$ cat src/rtl/demo_regbank.sv
// demo_regbank: AXI4-Lite register bank with byte-strobed control registers,
// a read-only version/config block and an edge-triggered maskable interrupt aggregator.
module demo_regbank #(
  parameter int          ADDR_WIDTH = 16,
  parameter int          NUM_CTRL   = 4,
  parameter int          NUM_IRQ    = 8,
  parameter logic [31:0] CTRL_RESET = 32'h0
) (
  input  logic                    i_axi_clk,
  input  logic                    i_axi_rst,
  input  logic                    i_awvalid,
  output logic                    o_awready,
  input  logic [ADDR_WIDTH-1:0]   i_awaddr,
  input  logic                    i_wvalid,
  output logic                    o_wready,
  input  logic [31:0]             i_wdata,
  input  logic [3:0]              i_wstrb,
  output logic                    o_bvalid,
  input  logic                    i_bready,
  output logic [1:0]              o_bresp,
  input  logic                    i_arvalid,
  output logic                    o_arready,
  input  logic [ADDR_WIDTH-1:0]   i_araddr,
  output logic                    o_rvalid,
  input  logic                    i_rready,
  output logic [1:0]              o_rresp,
  output logic [31:0]             o_rdata,
  output logic [32*NUM_CTRL-1:0]  o_ctrl,
  output logic [NUM_CTRL-1:0]     o_ctrl_wr_stb,
  input  logic [NUM_IRQ-1:0]      i_irq_src,
  output logic                    o_irq
);

  localparam int                WORD_W      = ADDR_WIDTH - 2;
  localparam logic [31:0]       VERSION     = 32'h2000_0000;
  localparam logic [31:0]       CONFIG      = {16'h0, 8'(NUM_IRQ), 8'(NUM_CTRL)};
  localparam logic [WORD_W-1:0] W_VERSION   = WORD_W'(0);
  localparam logic [WORD_W-1:0] W_CONFIG    = WORD_W'(1);
  localparam logic [WORD_W-1:0] W_PEND      = WORD_W'(2);
  localparam logic [WORD_W-1:0] W_EN        = WORD_W'(3);
  localparam logic [1:0]        RESP_OKAY   = 2'b00;
  localparam logic [1:0]        RESP_SLVERR = 2'b10;

  typedef enum logic [1:0] {WR_IDLE, WR_EXEC, WR_RESP} wrState_t;
  typedef enum logic [1:0] {RD_IDLE, RD_EXEC, RD_RESP} rdState_t;

  function automatic logic [31:0] strobeMerge(input logic [31:0] oldVal,
                                              input logic [31:0] newVal,
                                              input logic [3:0]  strb);
    logic [31:0] res;
    res = oldVal;
    for (int b = 0; b < 4; b++) begin
      if (strb[b]) res[8*b +: 8] = newVal[8*b +: 8];
    end
    return res;
  endfunction

  // Words 0..3 are fixed registers, then NUM_CTRL control words; nothing above.
  function automatic logic isMapped(input logic [WORD_W-1:0] word);
    return 32'(word) < 32'(4 + NUM_CTRL);
  endfunction

  wrState_t          wrState_q;
  logic              awHave_q, wHave_q, awReady_q, wReady_q, bValid_q;
  logic [1:0]        bResp_q;
  logic [WORD_W-1:0] wrWord_q;
  logic [31:0]       wData_q;
  logic [3:0]        wStrb_q;
  logic              awFire, wFire, wrExec;

  rdState_t          rdState_q;
  logic              arReady_q, rValid_q;
  logic [1:0]        rResp_q;
  logic [31:0]       rData_q;
  logic [WORD_W-1:0] rdWord_q;
  logic [31:0]       rdMux;
  logic              rdErr;

  logic [NUM_IRQ-1:0]  srcPrev_q, pending_q, enable_q;
  logic [NUM_IRQ-1:0]  srcRise, pendClr;
  logic                irq_q;
  logic [31:0]         ctrl_q [NUM_CTRL];
  logic [NUM_CTRL-1:0] ctrlStb_q;
  logic [31:0]         wrByteMask;
  logic                unusedAddrBits;

  assign awFire = awReady_q & i_awvalid;
  assign wFire  = wReady_q & i_wvalid;
  assign wrExec = (wrState_q == WR_EXEC);

  // AW and W are captured independently; EXEC starts once both are held.
  always_ff @(posedge i_axi_clk) begin
    if (i_axi_rst) begin
      wrState_q <= WR_IDLE;
      awHave_q  <= 1'b0;
      wHave_q   <= 1'b0;
      awReady_q <= 1'b0;
      wReady_q  <= 1'b0;
      bValid_q  <= 1'b0;
      bResp_q   <= RESP_OKAY;
      wrWord_q  <= '0;
      wData_q   <= '0;
      wStrb_q   <= '0;
    end else begin
      case (wrState_q)
        WR_IDLE: begin
          if (awFire) begin
            wrWord_q <= i_awaddr[ADDR_WIDTH-1:2];
            awHave_q <= 1'b1;
          end
          if (wFire) begin
            wData_q <= i_wdata;
            wStrb_q <= i_wstrb;
            wHave_q <= 1'b1;
          end
          if ((awHave_q | awFire) && (wHave_q | wFire)) begin
            wrState_q <= WR_EXEC;
            awReady_q <= 1'b0;
            wReady_q  <= 1'b0;
          end else begin
            awReady_q <= !(awHave_q | awFire);
            wReady_q  <= !(wHave_q | wFire);
          end
        end
        WR_EXEC: begin
          awHave_q  <= 1'b0;
          wHave_q   <= 1'b0;
          bValid_q  <= 1'b1;
          bResp_q   <= isMapped(wrWord_q) ? RESP_OKAY : RESP_SLVERR;
          wrState_q <= WR_RESP;
        end
        WR_RESP: begin
          if (i_bready) begin
            bValid_q  <= 1'b0;
            awReady_q <= 1'b1;
            wReady_q  <= 1'b1;
            wrState_q <= WR_IDLE;
          end
        end
        default: wrState_q <= WR_IDLE;
      endcase
    end
  end

  always_comb begin
    rdMux = '0;
    rdErr = !isMapped(rdWord_q);
    if (rdWord_q == W_VERSION) rdMux = VERSION;
    if (rdWord_q == W_CONFIG)  rdMux = CONFIG;
    if (rdWord_q == W_PEND)    rdMux = 32'(pending_q);
    if (rdWord_q == W_EN)      rdMux = 32'(enable_q);
    for (int k = 0; k < NUM_CTRL; k++) begin
      if (rdWord_q == WORD_W'(4 + k)) rdMux = ctrl_q[k];
    end
  end

  // Read data is sampled from the pre-update register values, so a
  // concurrent write EXEC on the same word returns the old contents.
  always_ff @(posedge i_axi_clk) begin
    if (i_axi_rst) begin
      rdState_q <= RD_IDLE;
      arReady_q <= 1'b0;
      rValid_q  <= 1'b0;
      rResp_q   <= RESP_OKAY;
      rData_q   <= '0;
      rdWord_q  <= '0;
    end else begin
      case (rdState_q)
        RD_IDLE: begin
          if (arReady_q && i_arvalid) begin
            rdWord_q  <= i_araddr[ADDR_WIDTH-1:2];
            arReady_q <= 1'b0;
            rdState_q <= RD_EXEC;
          end else begin
            arReady_q <= 1'b1;
          end
        end
        RD_EXEC: begin
          rData_q   <= rdMux;
          rResp_q   <= rdErr ? RESP_SLVERR : RESP_OKAY;
          rValid_q  <= 1'b1;
          rdState_q <= RD_RESP;
        end
        RD_RESP: begin
          if (i_rready) begin
            rValid_q  <= 1'b0;
            arReady_q <= 1'b1;
            rdState_q <= RD_IDLE;
          end
        end
        default: rdState_q <= RD_IDLE;
      endcase
    end
  end

  always_comb begin
    wrByteMask = {{8{wStrb_q[3]}}, {8{wStrb_q[2]}}, {8{wStrb_q[1]}}, {8{wStrb_q[0]}}};
    srcRise    = i_irq_src & ~srcPrev_q;
    pendClr    = '0;
    if (wrExec && wrWord_q == W_PEND) pendClr = NUM_IRQ'(wData_q & wrByteMask);
  end

  // Kept running through reset so a source held high across release is not an edge.
  always_ff @(posedge i_axi_clk) begin
    srcPrev_q <= i_irq_src;
  end

  // New edges are OR-ed in after the clear, so a coincident set beats W1C.
  always_ff @(posedge i_axi_clk) begin
    if (i_axi_rst) begin
      for (int k = 0; k < NUM_CTRL; k++) ctrl_q[k] <= CTRL_RESET;
      ctrlStb_q <= '0;
      pending_q <= '0;
      enable_q  <= '0;
      irq_q     <= 1'b0;
    end else begin
      ctrlStb_q <= '0;
      pending_q <= (pending_q & ~pendClr) | srcRise;
      irq_q     <= |(pending_q & enable_q);
      if (wrExec) begin
        if (wrWord_q == W_EN) begin
          enable_q <= NUM_IRQ'(strobeMerge(32'(enable_q), wData_q, wStrb_q));
        end
        for (int k = 0; k < NUM_CTRL; k++) begin
          if (wrWord_q == WORD_W'(4 + k)) begin
            ctrl_q[k]    <= strobeMerge(ctrl_q[k], wData_q, wStrb_q);
            ctrlStb_q[k] <= 1'b1;
          end
        end
      end
    end
  end

  for (genvar k = 0; k < NUM_CTRL; k++) begin : gCtrlOut
    assign o_ctrl[32*k +: 32] = ctrl_q[k];
  end

  assign o_awready      = awReady_q;
  assign o_wready       = wReady_q;
  assign o_bvalid       = bValid_q;
  assign o_bresp        = bResp_q;
  assign o_arready      = arReady_q;
  assign o_rvalid       = rValid_q;
  assign o_rresp        = rResp_q;
  assign o_rdata        = rData_q;
  assign o_ctrl_wr_stb  = ctrlStb_q;
  assign o_irq          = irq_q;
  assign unusedAddrBits = ^{i_awaddr[1:0], i_araddr[1:0]};

endmodule

$ cat config.mk
export PLATFORM = sky130hd
export DESIGN_NAME = demo_regbank
export DESIGN_NICKNAME = d
export VERILOG_FILES = /design/src/rtl/demo_regbank.sv
export SDC_FILE = /design/constraint.sdc
export NUM_CORES = 1
export LEC_CHECK = 0
export CAP_MARGIN = 20
export CORE_MARGIN = 3
export CORE_UTILIZATION = 41
export CTS_CLUSTER_DIAMETER = 80
export DETAILED_ROUTE_END_ITERATION = 16
export DONT_BUFFER_PORTS = 1
export SETUP_SLACK_MARGIN = 0.4
export SLEW_MARGIN = 10
export SYNTH_ARGS = -nofsm -noshare
export SYNTH_HDL_FRONTEND = slang
export SYNTH_SLANG_ARGS = --single-unit
$ cat constraint.sdc
create_clock -name i_axi_clk -period 6.85 [get_ports i_axi_clk]
set_clock_uncertainty 0.1 [all_clocks]
set_input_delay 1.0275 -clock i_axi_clk [delete_from_list [all_inputs] [get_ports i_axi_clk]]
set_output_delay 1.0275 -clock i_axi_clk [all_outputs]
set_load 0.005 [all_outputs]
# [Word level (Yosys, flattened, before mapping)]
# Memories as Yosys holds them, arrays and structs flattened.
# Index checks and enable logic that the tools add are counted.
[totals] ramBits=128 word_cells=209 n_memories=1 output_inout_bits=174 regBits=140 inputBits=83
[mem_list] name="ctrl_q" words=4 width=32 read_ports=4 rd_clocked_by_memory_dff=0 wr=4 line_no="82" source="logic [31:0] ctrl_q [NUM_CTRL];"
[classes] bitwise_logic=16 eq_ne=23 muxes=119 magnitude_cmp=2 reduce_logical=27
[op_table] cell="2-to-1 mux 8 bit" n=65
[op_table] cell="2-to-1 mux 32 bit" n=11
[op_table] cell="equality test 14 x 3 -> 1 bit, second input constant" n=8
[op_table] cell="equality test 14 x 2 -> 1 bit, second input constant" n=4
[op_table] cell="bitwise AND 8 bit" n=4
[op_table] cell="2-to-1 mux 30 bit" n=1
[op_table] cell="< comparator 14 x 4 -> 1 bit, second input constant" n=2
[op_table] cell="2-to-1 mux 1 bit" n=27
[op_table] cell="AND reduction 2 bit" n=11
[op_table] cell="NOT 8 bit" n=2
[op_table] cell="equality test 14 x 1 -> 1 bit, second input constant" n=1
[op_table] cell="logical NOT 14 bit" n=1
[op_table] cell="one-hot mux 1 bit (2 select lines)" n=7
[op_table] cell="2-to-1 mux 2 bit" n=6
[op_table] cell="!= test 2 bit, second input constant" n=6
[op_table] cell="one-hot mux 2 bit (3 select lines)" n=2
[op_table] cell="nonzero test 2 bit" n=5
[op_table] cell="bitwise OR 8 bit" n=1
[op_table] cell="OR reduction 8 bit" n=1
[op_table] cell="bitwise OR 1 bit" n=6
[op_table] cell="equality test 2 x 1 -> 1 bit, second input constant" n=2
[op_table] cell="equality test 2 bit, second input constant" n=2
[op_table] cell="logical NOT 2 bit" n=2
[op_table] cell="logical AND 1 bit" n=3
[op_table] cell="other kinds (5)" n=7

# [Longest topological paths before layout]
[logic_depth] depth_word=9 mapped_depth=7 depth_no_buf=4

# [Worst setup path before layout]
# Ideal clock, no wire load.
[synth_timing] path_kind="input -> register" start="input i_axi_rst" end="memory ctrl_q[0][0], enable pin" t_arrival_ns=2.261 path_slack_ns=4.163 n_path_buf=2 t_required_ns=6.424 path_stages=5 cell_sequence="clkbuf_1 -> nand2b_1 -> clkbuf_1 -> nor4_2 -> a21o_1"
[synth_lines] item="start, declared" line_no="10" source="input logic i_axi_rst,"
[synth_lines] item="end, declared" line_no="82"

==> impl_table.tex <==
\begin{tabular}{lr}
\hline
Metric & Value \\
\hline
\multicolumn{2}{l}{\textbf{Placed design}} \\
Placed wire-length estimate & 20600 um \\
Placed Instances & 1304 \\
Buffers added on ports & 0 \\
Placer congestion estimate & 0.850 \\
Setup slack after placement & 3530 ps \\
\multicolumn{2}{l}{\textbf{Worst setup path}} \\
Critical path class & flop to flop \\
Worst setup SP type & flop \\
Type of destination of the critical path & flop \\
Crit path from & wrWord\_q[3] \\
Beginning of the worst register-to-register path & wrWord\_q[3] \\
Max FO, Critical Path & 28 \\
Required time of the critical path & 6940 ps \\
Data arrival time of the critical path & 3100 ps \\
\multicolumn{2}{l}{\textbf{Worst hold path}} \\
Hold crit path type & flop to flop \\
Min-delay src & rdWord\_q[7] \\
\multicolumn{2}{l}{\textbf{STA}} \\
Final worst setup slack & 3830 ps \\
RSZ-0062 raised after global routing & false \\
Total count of hold-check failures in the final report & 0 \\
Final count of pins violating max slew & 0 \\
Crit path time final & 3020 ps \\
Achievable Freq & 332 MHz \\
Final clock period utilization by the worst path & 44.0\% \\
Rel. slew slack & 33.4\% \\
Slew at the pin with the worst max-slew slack & 998 ps \\
Final Hold Slack & 353 ps \\
Total of endpoints with negative setup slack in the final report & 0 \\
Post-Route Setup TNS & 0 ps \\
\multicolumn{2}{l}{\textbf{Floorplanning}} \\
Die area & 28900 um2 \\
Core region area & 26200 um2 \\
Starting utilization of the core area & 42.0\% \\
Count of boundary I/O pins & 257 \\
Placement row count & 59 \\
Die Wd & 170 um \\
Height of the chip & 170 um \\
\multicolumn{2}{l}{\textbf{GRT}} \\
Maximum number of pins on one net before global-route repair & 125 \\
Vias in the first global route & 7511 \\
Total routing usage reported by global routing & 21.2\% \\
Aggregate global routing overflow & 0 \\
First-pass GRT wire length & 47100 um \\
Number of antenna violations at the first check in global routing & 1 \\
\multicolumn{2}{l}{\textbf{Logic synthesis}} \\
Top-area cell type share of the netlist area & 34.9\% \\
Most used DFF post-synth & dfxtp\_1 \\
Number of flip-flops and latches in the synthesized netlist & 266 \\
EDFF count, synth & 128 \\
Post-synthesis cell type count & 54 \\
Ranking of synthesized cells by area & edfxtp\_1 (35\%), dfxtp\_1 (25\%), and2\_1 (7.4\%), nand2\_1 (5.0\%), a21oi\_1 (4.7\%) \\
Average cell area after synthesis & 10.7 um2 \\
Yosys warning count & 0 \\
Share of synthesized registers carrying an async set or reset & 0\% \\
Synth top cells by count & nand2\_1 (147), dfxtp\_1 (138), and2\_1 (130) \\
Most frequently used cell type in the post-synthesis netlist & nand2\_1 \\
Cells after synthesis & 1032 \\
Area of the mapped netlist & 11000 um2 \\
Cell type contributing the most total cell area after synthesis & edfxtp\_1 \\
Seq/Total Area, Yosys & 60.0\% \\
\multicolumn{2}{l}{\textbf{Clocking}} \\
Post-CTS Setup Repair Bufs & 0 \\
\# clock sinks & 266 \\
CTS tree & done \\
Post-CTS resize count & 0 \\
Number of hold buffers added after CTS & 0 \\
Later-pin clock latency in the skew report & 540 ps \\
Clock Path Buffers & 3 \\
Inserted Clock Buffers & 29 \\
CTS clk-pin slew, worst paths & 60 ps \\
H-Tree Level Count & 1 \\
Root buffer selected by CTS & clkbuf\_16 \\
\multicolumn{2}{l}{\textbf{Final layout}} \\
Number of filler cells placed in the layout & 2464 \\
Non-filler cells in the finished layout & 1360 \\
Post-layout net count & 1086 \\
Relative area change from synthesis to final layout & 10.9\% \\
Antenna Cells & 0 \\
Post-layout util & 46.6\% \\
Layout cell share with drive strength beyond 1 & 10.1\% \\
\multicolumn{2}{l}{\textbf{Routing}} \\
1st-iter DRT viols & 456 \\
Wire length after detailed routing & 31900 um \\
Total iterations of the first detailed-routing run & 5 \\
Vias per Instance & 5.59 \\
Via count of the routed design & 7609 \\
Routed wire length per instance & 23.4 um \\
Number of antenna-violating nets in the routed design & 0 \\
Number of design rule violations left after detail routing & 0 \\
\multicolumn{2}{l}{\textbf{Power and ir drop}} \\
Pwr Density & 287 nW/um2 \\
VDD IR-drop max & 0.000215 V \\
Leakage & 4.45 nW \\
\multicolumn{2}{l}{\textbf{Flow run}} \\
Number of max-cap violations & 0 \\
\multicolumn{2}{l}{\textbf{Outcome}} \\
Result of the run & finished, final reports clean \\
\hline
\end{tabular}
[critical path, stage by stage (launching register included)]
cell     delay (ps)
dfxtp_1         310
nor4_1          410
nand4_1         160
buf_4           250
nor4_4          510
buf_4           440
a21o_1          460
[worst paths after layout]
path	slack [ps]	endpoint	cells past startpoint
worst max-delay path	3830	ctrl_q[0][26]	6
worst min-delay path	350	rdWord_q[7]	2
worst max register to register	3830	ctrl_q[0][26]	6
worst min register to register	350	rdWord_q[7]	2
[where the power goes]
part	switching, W	internal (W)
registers	0.0000653	0.00172
clock network	0.000632	0.000908
logic	0.000115	0.0000609
[layout make-up]
cell class                 count  area [um2]  area share (%)
clock buffer                  42         865            7.07
inverter                      33         124            1.01
timing repair buffer          14         120           0.983
clock inverter                11        83.8           0.686
multi-input combinational    659        4000            32.7
tap                          335         419            3.43
sequential                   266        6610            54.1
[kinds of logic (layout without fill, tap and decap cells)]
| kind of cell | count (synthesis) | in the layout | synth area share (%) |
|---|---|---|---|
| compound gates | 252 | 252 | 14.8 |
| xor+xnor | 1 | 1 | 0.0795 |
| buf+inv | 108 | 100 | 4.10 |
| flops | 266 | 266 | 60.0 |
| mux | 23 | 23 | 2.31 |
| other cells | 1 | 2 | 0.0340 |
| simple gates | 381 | 381 | 18.7 |
[metrics by stage]
stage          total power [W]  instance area (um2)
3_5_place_dp           0.00200                11200
2_1_floorplan          0.00194                11000
3_3_place_gp           0.00200                11200
4_1_cts                0.00354                12200
5_1_grt                0.00364                12200
6_report               0.00351                12200
[registers in the layout, indices dropped and copies added, names as in the netlist, 8 cells and up]
register   flops
enable_q       8
wData_q       32
pending_q      8
srcPrev_q      8
wrWord_q      14
ctrl_q       128
rdWord_q      14
o_rdata       32
[layer usage]
metal	wire length (um)	global-route usage, %	part of all wire [%]
met5	16	0	0.050
met4	711	5.04	2.2
met3	3390	7.62	11
met2	14500	33.5	45
met1	13300	28.1	42
[placed cells by master, fill, tap and decap left out, types with 6 or more instances in the layout]
cell / Yosys / routed
a21oi_1: 104 / 104
o32ai_1: 23 / 23
o211ai_1: 7 / 7
nand2_1: 147 / 147
clkinv_2: 0 / 8
o21ai_0: 20 / 20
and2_1: 130 / 130
o31ai_1: 10 / 10
or2_2: 8 / 8
mux2_2: 19 / 19
a21o_1: 38 / 38
buf_4: 3 / 11
nor2b_1: 7 / 6
o2111ai_1: 8 / 8
or3_1: 8 / 8
clkbuf_16: 0 / 29
clkbuf_8: 0 / 9
inv_1: 32 / 32
a22oi_1: 29 / 29
nand2b_1: 12 / 12
edfxtp_1: 128 / 128
dfxtp_1: 138 / 137
nor2_1: 16 / 16
nand4_1: 10 / 10
No activity file was read; power rests on OpenSTA's default activity.
